$ cat config.mk
export PLATFORM = sky130hd
export DESIGN_NAME = fir_decimator
export DESIGN_NICKNAME = d
export VERILOG_FILES = /design/src/rtl/fir_decimator.sv
export SDC_FILE = /design/constraint.sdc
export NUM_CORES = 1
export LEC_CHECK = 0
export CAP_MARGIN = 20
export CORE_MARGIN = 5
export CORE_UTILIZATION = 39
export DETAILED_ROUTE_END_ITERATION = 10
export DONT_BUFFER_PORTS = 1
export MAX_ROUTING_LAYER = met4
export PLACE_DENSITY_LB_ADDON = 0.1
export SLEW_MARGIN = 25
export SYNTH_ARGS = -nofsm -noshare
export SYNTH_HDL_FRONTEND = slang
export SYNTH_SLANG_ARGS = --single-unit
$ cat constraint.sdc
create_clock -name clk -period 9.1 [get_ports clk]
set_clock_uncertainty 0.1 [all_clocks]
set_input_delay 2.73 -clock clk [delete_from_list [all_inputs] [get_ports clk]]
set_output_delay 2.73 -clock clk [all_outputs]
set_load 0.005 [all_outputs]
$ cat src/rtl/fir_decimator.sv
// Boxcar accumulate-and-dump decimator (N = 2^dec_log2) feeding a small
// first-word-fall-through output FIFO with overflow statistics.
module fir_decimator #(
  parameter int WID    = 16,
  parameter int DEPTH  = 4,
  parameter int MAXLOG = 4
) (
  input  logic           clk,
  input  logic           rst_n,
  input  logic           din_vld,
  input  logic [WID-1:0] din,
  input  logic [2:0]     dec_log2,
  input  logic           clr_stat,
  output logic [WID-1:0] dout,
  output logic           dout_vld,
  input  logic           dout_rdy,
  output logic [2:0]     level,
  output logic           ovf,
  output logic [7:0]     drop_cnt
);

  localparam int ACCW = WID + MAXLOG;
  localparam int CW   = MAXLOG + 1;
  localparam int PW   = (DEPTH > 1) ? $clog2(DEPTH) : 1;

  logic [ACCW-1:0] acc;
  logic [ACCW-1:0] sum;
  logic [CW-1:0]   cnt;
  logic [CW-1:0]   cnt_last;
  logic [2:0]      el;
  logic [2:0]      el_new;
  logic [2:0]      el_eff;
  logic            last;
  logic [WID-1:0]  result;

  logic            push_pending;
  logic [WID-1:0]  push_data;

  logic [WID-1:0]  mem [DEPTH];
  logic [PW-1:0]   wr_ptr;
  logic [PW-1:0]   rd_ptr;
  logic            full;
  logic            pop;
  logic            do_write;
  logic            drop;

  // The first sample of a window uses the freshly clamped exponent, so an
  // N=1 window closes on that very sample.
  always_comb begin
    el_new   = (dec_log2 > 3'(MAXLOG)) ? 3'(MAXLOG) : dec_log2;
    el_eff   = (cnt == '0) ? el_new : el;
    cnt_last = (CW'(1) << el_eff) - CW'(1);
    last     = (cnt == cnt_last);
    sum      = acc + ACCW'(din);
    result   = WID'(sum >> el_eff);
  end

  always_ff @(posedge clk or negedge rst_n) begin
    if (!rst_n) begin
      acc          <= '0;
      cnt          <= '0;
      el           <= '0;
      push_pending <= 1'b0;
      push_data    <= '0;
    end else begin
      push_pending <= 1'b0;
      if (din_vld) begin
        if (cnt == '0)
          el <= el_new;
        if (last) begin
          acc          <= '0;
          cnt          <= '0;
          push_pending <= 1'b1;
          push_data    <= result;
        end else begin
          acc <= sum;
          cnt <= cnt + CW'(1);
        end
      end
    end
  end

  assign dout_vld = (level != 3'd0);
  assign dout     = mem[rd_ptr];
  assign full     = (level == 3'(DEPTH));
  assign pop      = dout_vld & dout_rdy;
  assign do_write = push_pending & (~full | pop);
  assign drop     = push_pending & full & ~pop;

  always_ff @(posedge clk or negedge rst_n) begin
    if (!rst_n) begin
      for (int i = 0; i < DEPTH; i++)
        mem[i] <= '0;
      wr_ptr <= '0;
      rd_ptr <= '0;
      level  <= '0;
    end else begin
      if (do_write) begin
        mem[wr_ptr] <= push_data;
        wr_ptr      <= wr_ptr + PW'(1);
      end
      if (pop)
        rd_ptr <= rd_ptr + PW'(1);
      case ({do_write, pop})
        2'b10:   level <= level + 3'd1;
        2'b01:   level <= level - 3'd1;
        default: level <= level;
      endcase
    end
  end

  // A clear in the same cycle as a drop wins; that drop is not recorded.
  always_ff @(posedge clk or negedge rst_n) begin
    if (!rst_n) begin
      ovf      <= 1'b0;
      drop_cnt <= '0;
    end else if (clr_stat) begin
      ovf      <= 1'b0;
      drop_cnt <= '0;
    end else if (drop) begin
      ovf <= 1'b1;
      if (drop_cnt != 8'hFF)
        drop_cnt <= drop_cnt + 8'd1;
    end
  end

endmodule

==> summary.txt <==
Critical path
  • Worst R2R End: acc[19]
  • Crit path max fanout: 25
  • Crit path required time: 9290 ps
  • Worst R2R Start: cnt[0]
  • Worst R2R Path Depth: 13
  • Reg2Reg Setup Slack: 4240 ps
  • Critical path origin: dec_log2[0]
  • Crit Path Class: in2reg
  • CP Cell Sequence: nor2b_1, mux2i_2, buf_4, nor2_1, nand2_1, ha_1, xnor2_1, or3b_1, a211oi_1, and2_1, nand2b_1, nor2_1, a22o_1
  • Startpoint Class: input port
  • Crit path top cell by count: nor2_1
  • Slowest stage delay, CP: 800 ps
  • Slowest CP cell: and2_1
  • CP endpoint kind: flip-flop
  • Worst path arrival time: 6110 ps

Clock tree
  • Num CTS Buffers: 17
  • Post-CTS Setup Bufs: 0
  • CTS tree: done
  • Post-cts hold buffer count: 0
  • Post-cts repair resize count: 0
  • Worst-path clk slew: 60 ps
  • Clk root buf: clkbuf_16
  • Clk Latency, worst-skew pair: 410 ps
  • CTS HTree Levels: 4
  • CTS sink count: 125
  • Clock Path Buffers: 2

Cells and area
  • Layout Nets: 704
  • Antenna diodes: 0
  • Layout cells sized above 1: 0.202
  • P&R area growth vs syn: 10.6%

Die
  • Core area: 18100 µm²
  • DIE WIDTH: 146 µm
  • Initial Util: 0.398
  • Die footprint: 21300 µm²
  • Row count: 49
  • Die Span Y: 146 µm
  • Io pins: 53

Synth
  • Ys async rst share: 1.00
  • #FFs+latches synth: 125
  • Synth warn: 0
  • Area contributors post-synth: dfrtp_1 43%, mux2_2 11%, mux4_2 5.3%, ha_1 4.3%, nand2_1 3.2%
  • Synth area leader: dfrtp_1
  • EDFF count, synth: 0
  • Share of the synthesized area in the top cell type: 0.435
  • Mapped Avg Cell Area: 10.8 µm²
  • Synth Instances: 665
  • Predominant post-synthesis flop cell: dfrtp_1
  • Sequential-to-total area share from yosys stat: 0.435
  • Synthesized cell area: 7200 µm²
  • Netlist cell types: 75
  • Mapped Nets: 716

Global routing
  • Gr usage total: 0.167
  • Congestion Overflow GR: 0
  • Largest net degree at the start of global routing: 126
  • First-pass GRT wire length: 27900 µm
  • Antenna violations before repair: 0
  • Vias in the first global route: 5199

Pwr
  • Pwr Total: 2820 µW
  • NetSw: 1160 µW
  • Pwr Density: 354 nW/µm²
  • Sw Ratio: 0.411
  • Clock power share: 0.244
  • Comb pwr share: 0.450
  • Pleak: 0.00356 µW
  • Maximum vdd drop: 0.164 mV
  • Int Power: 1660 µW
  • Reg power frac: 0.306

Routing
  • 1st-iter DRT viols: 330
  • Vias: 5089
  • Total length of routed wires: 16700 µm
  • Final antenna-violating net count: 0
  • TritonRoute pass-1 iters: 5
  • Via/cell ratio: 5.69
  • DR WL/cell: 18.6 µm
  • # DRC: 0

STA
  • Slew HR: 0.339
  • Period utilization: 0.650
  • Final setup vio count: 0
  • Min Hold Slack: 395 ps
  • Slew of the pin with the lowest slew margin: 992 ps
  • Final hold viol count: 0
  • Fmax: 169 MHz
  • RSZ-0062 raised after global routing: false
  • Fin crit period: 5920 ps
  • Fin. max-slew vios: 0
  • Final setup TNS: 0 ps

Min path
  • Hold EP: acc[10]
  • Hold path start: acc[10]
  • Hold Path Class: reg2reg
  • Hold path depth: 1

Placement
  • Detailed-placement wirelength estimate: 11600 µm
  • Port bufs: 0
  • GP Congestion: 0.825

Status
  • Status: finished, final reports clean

Run
  • Max_cap viols: 0
worst max-delay path by stage:
stage | to | slack [ps] | cells past startpoint
finish | acc[19] | 3180 | 13
global route | acc[19] | 2890 | 13
CTS | acc[19] | 3190 | 13
detailed placement | acc[19] | 2760 | 13
global placement | acc[19] | 2880 | 13
floorplan | push_data[6] | 3370 | 12
through the flow:
| stage | instance area, µm² | utilization | instances | worst slack, ps |
|---|---|---|---|---|
| after detailed placement | 7360 | 0.407 | 863 | 2760 |
| after CTS | 7960 | 0.440 | 894 | 3190 |
| final | 7960 | 0.440 | 894 | 3180 |
| after global placement | 7360 | 0.407 | 863 | 2880 |
| after floorplan | 7200 | - | 665 | 3370 |
| after global routing | 7960 | 0.440 | 894 | 2890 |
power groups by stage:
stage / clock, µW / combinational (µW) / sequential, µW
finish: 686 / 1270 / 861
global route: 730 / 1420 / 889
CTS: 701 / 1270 / 865
detailed placement: 0 / 1260 / 874
global placement: 0 / 1230 / 865
floorplan: 0 / 1010 / 792
registers in the layout (all words and copies together) (netlist names):
register      count
mem              64
el                3
level             3
drop_cnt          8
cnt               5
ovf               1
wr_ptr            2
push_pending      1
push_data        16
acc              20
rd_ptr            2
routing by layer:
layer	track usage	wire [µm]
met1	0.208	7560
met2	0.271	8180
met3	0.0424	698
met4	0.0456	231
met5	-	0
area by class of cell:
cell class	count	area (µm²)
Sequential cell	125	3130
Multi-Input combinational cell	487	3850
Inverter	19	71.3
Tap cell	229	287
Fill cell	1706	10100
Clock buffer	19	433
Timing Repair Buffer	3	22.5
Clock inverter	12	165
logic make-up (layout without fill, tap and decap cells):
logic type	after synthesis	in the layout	synth area share
simple gates	180	180	0.123
compound gates	154	154	0.149
flops	125	125	0.435
mux	97	97	0.179
buf+inv	53	53	0.0304
xor+xnor	29	29	0.0353
fa+ha+maj	27	27	0.0490
Yosys cell counts (all sizes together) (6+ instances only):
cell       n
mux4      17
and3       8
nand3     11
a211oi    10
ha        25
mux2i      9
nor2      44
inv       19
and2       6
dfrtp    125
mux2      71
nand2b     9
a21oi     30
buf       10
clkbuf    24
nor2b      8
xor2      14
o21ai     36
xnor2     15
o2bb2ai   14
nor3       9
nand2     62
layout by cell type, fill, tap and decap left out, types with 9 or more instances in the layout:
cell,synthesis,routed
nor3_1,9,9
a21oi_1,30,30
a211oi_1,10,10
mux4_2,17,17
nor2_1,44,44
xnor2_1,15,15
dfrtp_1,125,125
mux2_2,70,70
o2bb2ai_1,14,14
inv_1,18,18
o21ai_0,31,31
nand2b_1,9,9
xor2_1,14,14
nand2_1,61,61
clkbuf_16,0,17
nand3_1,10,10
ha_1,25,25
critical path: cells and delay by family:
| family | cells | cell delay [ps] |
|---|---|---|
| compound gates | 2 | 380 |
| xor+xnor | 1 | 240 |
| fa+ha+maj | 1 | 270 |
| buf+inv | 1 | 250 |
| mux | 1 | 90 |
| simple gates | 7 | 2120 |
No activity file was read; power rests on OpenSTA's default activity.
